File: config.mk
export PLATFORM = sky130hd
export DESIGN_NAME = door_anim_ctrl
export DESIGN_NICKNAME = d
export VERILOG_FILES = /design/src/rtl/door_pkg.sv /design/src/rtl/sprite_addr_gen.sv /design/src/rtl/door_anim_ctrl.sv
export SDC_FILE = /design/constraint.sdc
export NUM_CORES = 1
export LEC_CHECK = 0
export ABC_AREA = 1
export ABC_CLOCK_PERIOD_IN_PS = 4900
export CAP_MARGIN = 20
export CELL_PAD_IN_SITES_DETAIL_PLACEMENT = 0
export CELL_PAD_IN_SITES_GLOBAL_PLACEMENT = 1
export CORE_MARGIN = 2
export CORE_UTILIZATION = 45
export DETAILED_ROUTE_END_ITERATION = 8
export GPL_TIMING_DRIVEN = 1
export PLACE_DENSITY_LB_ADDON = 0.08
export SLEW_MARGIN = 30
export SYNTH_ARGS = -nofsm -noshare
export SYNTH_HDL_FRONTEND = slang
export SYNTH_SLANG_ARGS = --single-unit
File: constraint.sdc
create_clock -name vga_clk -period 4.9 [get_ports vga_clk]
set_input_delay 1.225 -clock vga_clk [delete_from_list [all_inputs] [get_ports vga_clk]]
set_output_delay 1.225 -clock vga_clk [all_outputs]
set_load 0.02 [all_outputs]
File: src/rtl/door_pkg.sv
// Shared definitions for the door animation controller and its sprite address path.
//   door_state_t : animation FSM states
//   SCREEN_W/H   : visible raster size the sprite is stretched over
//   H_LAST/V_LAST: coordinates of the last visible pixel (end-of-frame point)
package door_pkg;

    typedef enum logic [1:0] {
        OPEN    = 2'd0,
        CLOSING = 2'd1,
        CLOSED  = 2'd2,
        OPENING = 2'd3
    } door_state_t;

    localparam logic [9:0] SCREEN_W = 10'd640;
    localparam logic [9:0] SCREEN_H = 10'd480;
    localparam logic [9:0] H_LAST   = 10'd639;
    localparam logic [9:0] V_LAST   = 10'd479;

endpackage

File: src/rtl/sprite_addr_gen.sv
// Registered stretch-mapping address generator for a full-screen sprite.
// Maps the 640x480 visible raster onto a SPRITE_W x SPRITE_H texel grid and
// adds the result to the base address of the selected frame.
// Ports:
//   vga_clk     : pixel clock
//   reset       : asynchronous, active-high reset
//   DrawX/DrawY : current pixel column/row
//   frame_base  : ROM word address of texel (0,0) of the current frame
//   rom_address : registered ROM read address, one vga_clk after DrawX/DrawY
module sprite_addr_gen #(
    parameter int SPRITE_W = 35,
    parameter int SPRITE_H = 35,
    parameter int ADDR_W   = 13
) (
    input  logic              vga_clk,
    input  logic              reset,
    input  logic [9:0]        DrawX,
    input  logic [9:0]        DrawY,
    input  logic [ADDR_W-1:0] frame_base,
    output logic [ADDR_W-1:0] rom_address
);
    import door_pkg::*;

    logic [31:0] x_prod;
    logic [31:0] y_prod;
    logic [31:0] texel_col;
    logic [31:0] texel_row;
    logic [31:0] offset;
    logic        on_screen;

    // Divisors are constants, so these reduce to fixed multiply/shift logic.
    always_comb begin
        x_prod    = 32'(DrawX) * 32'(SPRITE_W);
        y_prod    = 32'(DrawY) * 32'(SPRITE_H);
        texel_col = x_prod / 32'(SCREEN_W);
        texel_row = y_prod / 32'(SCREEN_H);
        offset    = texel_col + texel_row * 32'(SPRITE_W);
        on_screen = (DrawX < SCREEN_W) && (DrawY < SCREEN_H);
    end

    // Off-screen pixels park on the frame base; the blanked output ignores them.
    always_ff @(posedge vga_clk or posedge reset) begin
        if (reset) begin
            rom_address <= '0;
        end else if (on_screen) begin
            rom_address <= frame_base + ADDR_W'(offset);
        end else begin
            rom_address <= frame_base;
        end
    end

endmodule

File: src/rtl/door_anim_ctrl.sv
// Door animation sequencer for the full-screen door sprite ROM.
// Steps through the stored frames at end-of-frame only (no tearing) and
// produces the per-pixel ROM read address.
// Ports:
//   vga_clk, reset : pixel clock, asynchronous active-high reset
//   DrawX, DrawY   : current pixel position
//   door_req       : 1 = player wants the door closed
//   power_out      : 1 = force the door open
//   rom_address    : registered sprite ROM read address
//   frame_idx      : animation frame currently displayed (0 open .. NUM_FRAMES-1 closed)
//   door_closed    : high only while CLOSED
//   busy           : high while CLOSING or OPENING
//
// state   | meaning
// --------+---------------------------------------------------------
// OPEN    | frame 0 shown, waiting for a close request
// CLOSING | advancing toward the closed frame every FRAME_HOLD ticks
// CLOSED  | last frame shown, waiting for the request to drop
// OPENING | stepping back toward frame 0 every FRAME_HOLD ticks
module door_anim_ctrl #(
    parameter int NUM_FRAMES  = 4,
    parameter int FRAME_HOLD  = 6,
    parameter int SPRITE_W    = 35,
    parameter int SPRITE_H    = 35,
    parameter int FRAME_WORDS = SPRITE_W * SPRITE_H,
    parameter int ADDR_W      = 13
) (
    input  logic                          vga_clk,
    input  logic                          reset,
    input  logic [9:0]                    DrawX,
    input  logic [9:0]                    DrawY,
    input  logic                          door_req,
    input  logic                          power_out,
    output logic [ADDR_W-1:0]             rom_address,
    output logic [$clog2(NUM_FRAMES)-1:0] frame_idx,
    output logic                          door_closed,
    output logic                          busy
);
    import door_pkg::*;

    localparam int IDX_W  = $clog2(NUM_FRAMES);
    localparam int HOLD_W = (FRAME_HOLD > 1) ? $clog2(FRAME_HOLD) : 1;

    localparam logic [IDX_W-1:0]  IDX_LAST  = IDX_W'(NUM_FRAMES - 1);
    localparam logic [HOLD_W-1:0] HOLD_LAST = HOLD_W'(FRAME_HOLD - 1);
    localparam logic [ADDR_W-1:0] BASE_STEP = ADDR_W'(FRAME_WORDS);

    door_state_t       state;
    door_state_t       state_nxt;
    logic [HOLD_W-1:0] hold;
    logic [HOLD_W-1:0] hold_nxt;
    logic [IDX_W-1:0]  idx_nxt;
    logic [ADDR_W-1:0] frame_base;
    logic [ADDR_W-1:0] base_nxt;
    logic              frame_tick;
    logic              req_close;

    assign frame_tick = (DrawX == H_LAST) && (DrawY == V_LAST);
    assign req_close  = door_req & ~power_out;

    always_ff @(posedge vga_clk or posedge reset) begin
        if (reset) begin
            state       <= OPEN;
            hold        <= '0;
            frame_idx   <= '0;
            frame_base  <= '0;
            door_closed <= 1'b0;
            busy        <= 1'b0;
        end else begin
            state       <= state_nxt;
            hold        <= hold_nxt;
            frame_idx   <= idx_nxt;
            frame_base  <= base_nxt;
            door_closed <= (state_nxt == CLOSED);
            busy        <= (state_nxt == CLOSING) || (state_nxt == OPENING);
        end
    end

    // frame_base tracks frame_idx by adding/subtracting one frame's worth of
    // words, so no multiplier is needed.
    always_comb begin
        state_nxt = state;
        hold_nxt  = hold;
        idx_nxt   = frame_idx;
        base_nxt  = frame_base;

        if (frame_tick) begin
            unique case (state)
                OPEN: begin
                    if (req_close) begin
                        state_nxt = CLOSING;
                        hold_nxt  = '0;
                    end
                end

                CLOSING: begin
                    if (!req_close) begin
                        state_nxt = OPENING;
                        hold_nxt  = '0;
                    end else if (hold == HOLD_LAST) begin
                        hold_nxt = '0;
                        if (frame_idx != IDX_LAST) begin
                            idx_nxt  = frame_idx + 1'b1;
                            base_nxt = frame_base + BASE_STEP;
                        end
                        if (idx_nxt == IDX_LAST) begin
                            state_nxt = CLOSED;
                        end
                    end else begin
                        hold_nxt = hold + 1'b1;
                    end
                end

                CLOSED: begin
                    if (!req_close) begin
                        state_nxt = OPENING;
                        hold_nxt  = '0;
                    end
                end

                OPENING: begin
                    if (req_close) begin
                        state_nxt = CLOSING;
                        hold_nxt  = '0;
                    end else if (hold == HOLD_LAST) begin
                        hold_nxt = '0;
                        if (frame_idx != '0) begin
                            idx_nxt  = frame_idx - 1'b1;
                            base_nxt = frame_base - BASE_STEP;
                        end
                        if (idx_nxt == '0) begin
                            state_nxt = OPEN;
                        end
                    end else begin
                        hold_nxt = hold + 1'b1;
                    end
                end

                default: begin
                    state_nxt = OPEN;
                    hold_nxt  = '0;
                    idx_nxt   = '0;
                    base_nxt  = '0;
                end
            endcase
        end
    end

    sprite_addr_gen #(
        .SPRITE_W (SPRITE_W),
        .SPRITE_H (SPRITE_H),
        .ADDR_W   (ADDR_W)
    ) u_addr_gen (
        .vga_clk     (vga_clk),
        .reset       (reset),
        .DrawX       (DrawX),
        .DrawY       (DrawY),
        .frame_base  (frame_base),
        .rom_address (rom_address)
    );

endmodule

==> results of run 1 <==
worst max-delay path: cells and delay by family:
family,cells,cell delay [ps]
AO/OA/AOI/OAI,10,1340
XOR/XNOR,2,310
adder cells (fa/ha/maj),11,3430
buffers and inverters,11,910
AND/OR/NAND/NOR,28,2700
registers in the layout (all words and copies together) (netlist names):
| register | cells |
|---|---|
| state | 2 |
| frame_idx | 2 |
| door_closed | 1 |
| u_addr_gen.rom_address | 13 |
| frame_base | 13 |
| hold | 3 |
worst max path at each step:
stage                                       endpoint
after floorplan           u_addr_gen.rom_address[12]
after global placement    u_addr_gen.rom_address[12]
after detailed placement  u_addr_gen.rom_address[12]
after CTS                 u_addr_gen.rom_address[12]
after global routing      u_addr_gen.rom_address[12]
final                     u_addr_gen.rom_address[12]
layer usage:
layer	vias up	global-route usage
met4	0	0.0550
met5	-	0
met3	32	0.0190
met1	3479	0.301
met2	91	0.417
li1	3977	-
Yosys cell counts (3+ instances only):
cell type / n
sky130_fd_sc_hd__nor2_2: 8
sky130_fd_sc_hd__o21a_1: 5
sky130_fd_sc_hd__a21o_1: 3
sky130_fd_sc_hd__a21oi_1: 37
sky130_fd_sc_hd__nand3_2: 9
sky130_fd_sc_hd__nand2_2: 27
sky130_fd_sc_hd__xor2_1: 31
sky130_fd_sc_hd__a21oi_2: 3
sky130_fd_sc_hd__nand3b_1: 7
sky130_fd_sc_hd__nor3_1: 6
sky130_fd_sc_hd__inv_2: 7
sky130_fd_sc_hd__dfrtp_1: 34
sky130_fd_sc_hd__nand3_1: 51
sky130_fd_sc_hd__xnor2_1: 6
sky130_fd_sc_hd__mux2i_1: 3
sky130_fd_sc_hd__o21bai_1: 6
sky130_fd_sc_hd__o31ai_1: 4
sky130_fd_sc_hd__nand3_4: 3
sky130_fd_sc_hd__nand4_1: 36
sky130_fd_sc_hd__inv_1: 229
sky130_fd_sc_hd__o211ai_1: 3
sky130_fd_sc_hd__clkbuf_1: 3
sky130_fd_sc_hd__o22ai_1: 4
sky130_fd_sc_hd__fa_1: 32
sky130_fd_sc_hd__nand2_1: 247
sky130_fd_sc_hd__o21ai_0: 35
sky130_fd_sc_hd__ha_1: 113
sky130_fd_sc_hd__nor2_1: 66
sky130_fd_sc_hd__o21ai_1: 5
kinds of logic (layout without fill, tap and decap cells):
| group | count (synthesis) | in the layout |
|---|---|---|
| adder cells (fa/ha/maj) | 145 | 145 |
| AND/OR/NAND/NOR | 470 | 472 |
| buffers and inverters | 246 | 564 |
| multiplexers | 3 | 3 |
| flip-flops | 34 | 34 |
| XOR/XNOR | 37 | 37 |
| AO/OA/AOI/OAI | 114 | 114 |
area by class of cell:
cell class	instances	area, µm²
tap	211	264
inverter	239	946
timing repair buffer	317	2560
fill	1207	3980
sequential	34	851
clock inverter	2	12.5
clock buffer	6	139
multi-input combinational	771	6560
repair_timing:
action                     in CTS  in global routing
cloned                          2                  0
buffers inserted               54                 28
pin swaps                     109                144
setup endpoints to repair      13                 13
resized for setup             174                123
stage by stage:
step / std cells / setup WS [ps] / instance area [µm²] / setup TNS [ps] / hold slack, ps
finish: 1580 / -4860 / 11300 / -52420 / 526
global route: 1580 / -5460 / 11300 / -58910 / 551
CTS: 1558 / -4720 / 10700 / -50650 / 524
detailed placement: 1498 / -5680 / 9710 / -61760 / 516
global placement: 1498 / -5430 / 9710 / -59500 / 516
floorplan: 1049 / -4620 / 7560 / -47130 / 481
==> results by stage, run 1 <==
Drt:
- In the detailed route, the total length drawn on met2 is a little under 10000 µm.
- The first detailed-routing pass ran for 4 iterations.
- Wire segments on met3 add up to 362 µm in the final route.
- Signal routing reaches up to met4.
- After detailed routing, the number of remaining DRC violations is 0.
- In the final routed layout, each cell accounts on average for 12.2 µm.
- In the routed layout, each cell is associated on average with a via count of roughly 4.8.
- The met1 layer wirelength in the final routing is 8680 µm.
- The routed design has 19200 µm of wire.
- The detailed router finished its first iteration with 232 violations.
- Summing over every cut layer, the via total after detailed routing is 7579.
- The count of nets left with antenna violations once routing finished came out at 0.

Worst setup path:
- The worst register-to-register path ends at u_addr_gen.rom_address[12].
- The critical path data required time is 5100 ps.
- STA classifies the critical path endpoint as a flop.
- The type of the setup path with the least slack is in -> reg.
- Along the worst path, the maximum fanout reaches 5.
- STA classifies the critical path startpoint as an input port.
- The worst reg2reg path startpoint is frame_base[5].
- The signal arrival time at the worst endpoint is between 9000 and 10000 ps.
- Setup slack on the worst reg-to-reg path comes out at 880 ps.
- The longest individual stage delay on the worst path is 490 ps.
- The standard cell with the maximum stage delay on the critical path is sky130_fd_sc_hd__fa_1.
- In this run the worst setup path begins at DrawY[7].
- Counting stages on the worst path, the most repeated cell is sky130_fd_sc_hd__nand2_2.
- For the worst flop-to-flop path, the logic depth is 22.

Placed design:
- In this run the tool buffered the top-level ports with 40 buffer cells.
- Detailed placement finished with a half-perimeter wire length of 14200 µm.
- Routability-driven placement finished with a final weighted congestion of 0.848.

Logic synthesis:
- The total number of yosys warnings is 0.
- The register area share after synthesis is 0.120.
- The synthesized netlist cell count is about 1000.
- The arithmetic-cell share of the synthesized area counting full adders, half adders and majority gates is 0.290.
- The largest family of logic cells by synthesized area is simple AND/OR/NAND/NOR gates.
- Yosys mapped a number of flops with a built-in enable equal to 0.
- The post-synthesis async set-or-reset flop share is 1.00.
- In the post-synthesis netlist, the biggest area contributors are sky130_fd_sc_hd__ha_1 20%, sky130_fd_sc_hd__nand2_1 13%, sky130_fd_sc_hd__inv_1 12%.
- Of the total synthesized cell area, the portion taken by XOR and XNOR cells is 0.0457.
- After synthesis, the mean cell area works out to 6.76 µm².
- The flip-flop and latch count after synthesis is 34.
- The cell type with the largest total area after synthesis is sky130_fd_sc_hd__ha_1.
- The simple-gate area share of the yosys netlist is 0.311.
- Yosys mapped the design onto just under 50 distinct sky130hd cell types.
- In this run the cell area of the synthesized design comes to 0.00709 mm².
- After synthesis, the share of cell area in mux cells is 0.00424.
- The top flip-flop cell by instance count after synthesis is sky130_fd_sc_hd__dfrtp_1.
- The net count of the mapped netlist is between 1000 and 1500.
- The share of the synthesized area in compound gates (AO/OA/AOI/OAI) is 0.0953.
- The share of synthesized area in the top cell type comes to 0.199.

Cells and area:
- After the last flow step, the layout net total stands at approximately 1500.
- The repair_antennas step left the layout with diodes totalling 0.
- The share of the core filled with cells in the final layout is 0.740.
- Leaving out fill and tap cells, the most frequent cells in the layout are 256 x sky130_fd_sc_hd__buf_4, 199 x sky130_fd_sc_hd__inv_1, 175 x sky130_fd_sc_hd__nand2_1.
- The layout overhead on the synthesized area is 59.9%.
- The most common cell after layout, fill and taps aside is sky130_fd_sc_hd__buf_4.
- The fraction of final layout cells with drive strength greater than 1 is 0.422.

Clocking:
- The clock transition at the registers of the reported paths is 50 ps.
- For the worst-skew pair, the clock arrives at the later sink with an insertion delay of roughly 280 ps.
- The total of hold buffers inserted after clock tree synthesis is 0.
- The CTS H-tree depth is 2.
- The total clock buffers created by CTS is 5.
- TritonCTS built the clock tree.
- In this run the clock root is driven by a sky130_fd_sc_hd__clkbuf_16.
- The clock passes through at most 2 buffers.
- The CTS sink count is 34.

Floorplan:
- The total area inside the core boundary comes to 0.0153 mm².
- In this run the horizontal extent of the chip is 130 µm.
- The floorplan step set the die height to 130 µm.
- The initial utilization of the core area, before any placement, comes to 0.463.
- The full die area is 0.0168 mm².
- The number of top-level design ports is between 40 and 50.
- After floorplanning, the core was divided into 45 placement rows.

Hold path:
- The origin of the worst min-delay path is hold[1].
- The cell count of the worst hold path is 1.
- The tightest min-delay check is of the reg -> reg type.
- For hold timing, the worst endpoint is hold[1].

Timing:
- The number of hold-slack violations in the final timing report was 0.
- The slew at the pin with the worst max-slew slack is 466 ps.
- The period utilization is 1.99.
- For this run, the top clock speed supported by timing is 102 MHz.
- The final critical-path required period is 9760 ps.
- Setup violations remaining at the end of the flow were counted as 13.
- The worst clock skew on the final layout is 4.79 ps.
- Across all setup checks in the final design, the least slack found is -4860 ps.
- The count of final max-slew check failures is 0.
- The worst relative slew slack is 0.689.
- Setup repair after global routing could not meet its margin everywhere.

Run status:
- The flow ran to the end, but the final reports show violations.
- The final reports fail on negative setup slack.

Global route:
- After global routing the overflow that remains totals 0.
- The total routing resource utilization after global routing is 0.232.
- The maximum number of pins on one net before global-route repair is 35.
- The number of antenna violations at the first check in global routing is 0.
- The number of global-route vias before repair is 7385.
- The first global-routing pass estimated 32500 µm of wire.

Job:
- The number of violations of the max-capacitance limit is 0.
Power of run 1 is left out: the tool's default activity adds up to more than one toggle a clock period on the data nets, which glitch-free logic cannot reach.
==> run 2, diff against run 1 <==
GPL_ROUTABILITY_DRIVEN = 1   (was unset)
==> results of run 2 <==
No change in the layout: final DEF, timing and power equal those of run 1.
Power of run 2 is left out for the same reason.
==> run 3, diff against run 2 <==
ABC_CLOCK_PERIOD_IN_PS = 10500   (was 4900)
clock period = 10.5 ns   (was 4.9 ns; I/O delays follow)
==> results by stage, run 3 (synthesis gave the netlist of run 1 again) <==
Cells and area:
- The number of inserted filler cells in the final layout is 1207 (unchanged).
- The post-layout instance area is 0.0113 mm² (-0.19%).
- The count of placed standard cells in the final layout, fillers left out came to 1608 (+1.8%).
- The share of the core filled with cells in the final layout was 0.739 (-0.00139).
- The most common cell after layout, fill and taps aside is sky130_fd_sc_hd__buf_4.
- The largest registers in the layout are frame_base: 13 flops, u_addr_gen.rom_address: 13 flops, hold: 3 flops.
- The net count reported at finish is 1565 (+1.8%).
- The library cells used most frequently in the layout, excluding fill and tap cells, are 297 x sky130_fd_sc_hd__buf_4, 205 x sky130_fd_sc_hd__inv_1, 192 x sky130_fd_sc_hd__nand2_1.
- The fraction of final layout cells with drive strength greater than 1 came to 0.409 (-0.0128).
- The number of antenna diodes is 0 (unchanged).
- Compared with the post-synthesis result, the final layout area differs by 59.6%.

Drt:
- The number of remaining DRC errors is 0 (unchanged).
- The routed length on met3 was 569 µm (+57%).
- The met2 routed wirelength is 9940 µm (+2.3%).
- The aggregate routed wire length is 19800 µm (+3.0%).
- The number of DRC markers after the initial detailed-route iteration is 252 (+8.6%).
- The overall via count from detail_route is 7677 (+1.3%).
- The detail-routed via count per cell is 4.77 (-0.47%).
- The first-pass iteration count of the detailed router is 4 (unchanged).
- The number of routed nets with antenna violations came to 0 (unchanged).
- The met1 layer wirelength in the final routing came to 8540 µm (-1.7%).
- The detailed router used layers up to and including met4.
- The per-cell routed wire length is 12.3 µm (+1.3%).

Run status:
- The flow ran to the end, but the final reports show violations.
- The final reports fail on negative setup slack.

Worst setup path:
- The type of the setup path with the least slack is in -> reg.
- The longest individual stage delay on the worst path is 560 ps (+70 ps).
- The cell with the most instances on the worst path is sky130_fd_sc_hd__buf_4.
- The largest individual stage delay along the critical path comes from the cell sky130_fd_sc_hd__fa_1.
- The signal arrival time at the worst endpoint came to 11370 ps (+1400 ps).
- The type of destination of the critical path is a flop.
- The number of cells on the worst reg-to-reg path is 22 (unchanged).
- The top fanout value on the critical path is 5 (unchanged).
- The worst setup path is launched from an input port.
- The critical path data required time came to 10700 ps (+5600 ps).

Global route:
- The first-pass GRT wire length is 33000 µm (+1.4%).
- The total routing resource utilization after global routing is 0.237 (+0.00565).
- The maximum number of pins on one net before global-route repair came to 35 (unchanged).
- The aggregate global routing overflow is 0 (unchanged).
- The number of global-route vias before repair is 7555 (+2.3%).
- The number of antenna violations at the first check in global routing was 0 (unchanged).

Timing:
- Dividing the final minimum period by the clock period gives 1.06.
- The count of endpoints failing setup in the final report is 6 (-7).
- The setup slack of the critical path after layout is -666 ps (+4190 ps).
- The slew at the pin with the worst max-slew slack is 627 ps (+161 ps).
- The worst relative slew slack is 0.581 (-0.108).
- The count of final max-slew check failures is 0 (unchanged).
- Setup repair after global routing could not meet its margin everywhere.
- The worst clock skew on the final layout is 3.53 ps (-1.26 ps).
- After layout, the minimum clock period comes to between 10000 and 15000 ps.
- For this run, the top clock speed supported by timing is 89.6 MHz.
- The number of hold-slack violations in the final timing report is 0 (unchanged).

Clocking:
- The CTS H-tree depth came to 2 (unchanged).
- The CTS sink count is 34 (unchanged).
- The total clock buffers created by CTS is 5 (unchanged).
- The cell chosen for the clock root is sky130_fd_sc_hd__clkbuf_16.
- The total of hold buffers inserted after clock tree synthesis is 0 (unchanged).
- The number of buffers between clock root and the deepest sink was 2 (unchanged).
- The clock latency at the later pin of the worst-skew pair was 280 ps (about the same).
- The clock transition at the registers of the reported paths is 50 ps (about the same).
- The CTS tree is done.

Hold path:
- The cell count of the worst hold path is 1 (unchanged).
- The worst hold path belongs to the class reg -> reg.

Floorplan:
- The number of core rows was 45 (unchanged).
- The number of top-level design ports is 41 (unchanged).
- The core region area came to 0.0153 mm² (unchanged).
- The full die area is 0.0168 mm² (unchanged).
- The die extent in y was 130 µm (unchanged).
- The die outline width was 130 µm (unchanged).
- The starting utilization of the core area is 0.463 (unchanged).

Placed design:
- The instance area after placement was 0.00946 mm² (-2.6%).
- The sum of net half-perimeters after detailed placement is 13900 µm (-2.1%).
- The weighted congestion reported at the end of routability-driven placement is 0.835 (-1.6%).
- The number of port buffers is 40 (unchanged).
- The number of placed instances, taps included is 1491 (-0.47%).

Job:
- The number of violations of the max-capacitance limit was 0 (unchanged).
[run 3: cell count changes in the layout (fill, tap and decap cells not counted), moves of 3 or more]
cell / before / now
sky130_fd_sc_hd__nor2_1: 46 / 49
sky130_fd_sc_hd__clkdlybuf4s50_1: 21 / 25
sky130_fd_sc_hd__buf_6: 25 / 9
sky130_fd_sc_hd__ha_1: 75 / 79
sky130_fd_sc_hd__inv_1: 199 / 205
sky130_fd_sc_hd__ha_4: 35 / 30
sky130_fd_sc_hd__nand2_2: 73 / 66
sky130_fd_sc_hd__o21ai_0: 19 / 22
sky130_fd_sc_hd__buf_4: 256 / 297
sky130_fd_sc_hd__nand2_4: 28 / 20
sky130_fd_sc_hd__inv_2: 32 / 27
sky130_fd_sc_hd__nand3_1: 32 / 35
sky130_fd_sc_hd__nand2_1: 175 / 192
[run 3: per-stage QoR]
step | hold WS [ps] | setup TNS, ps | setup WS [ps]
final | 524 | -2290 | -666
after detailed placement | 515 | -8560 | -1490
after floorplan | 481 | -674 | -439
after CTS | 528 | -1100 | -422
after global placement | 501 | -7160 | -1290
after global routing | 566 | -6570 | -1220
[run 3: timing repair]
action	in CTS	in global routing
resized for setup	162	100
cloned	3	0
setup buffers	90	25
pin swaps	100	71
endpoints found under the setup margin	10	10
[run 3: cell type report]
class,instances,area [µm²],share of cell area
multi-input combinational,772,6410,0.567
clock inverter,1,5.00,0.000442
clock buffer,7,143,0.0126
timing repair buffer,344,2700,0.239
sequential,34,851,0.0752
tap,211,264,0.0233
inverter,239,935,0.0826
[run 3: routing by layer]
metal	vias up	global-route usage
met5	-	0
met4	0	0.0911
met3	56	0.0173
met2	135	0.433
met1	3452	0.291
li1	4034	-
[run 3: worst max-delay path: cells and delay by family]
kind            cells  cell delay, ps
buf+inv            25            2810
compound gates      7             960
xor+xnor            3             600
fa+ha+maj          10            3130
simple gates       13            1210
[run 3: worst paths after layout]
check                                    from                    endpoint  slack, ps
worst min-delay path                  hold[1]                     hold[1]        520
worst max register to register  frame_base[5]  u_addr_gen.rom_address[12]       6660
worst min register to register        hold[1]                     hold[1]        520
max in group asynchronous               reset                    state[0]       7450
worst max-delay path                 DrawY[5]  u_addr_gen.rom_address[12]       -670
min in group asynchronous               reset   u_addr_gen.rom_address[3]       2750
Power of run 3 is left out for the same reason.
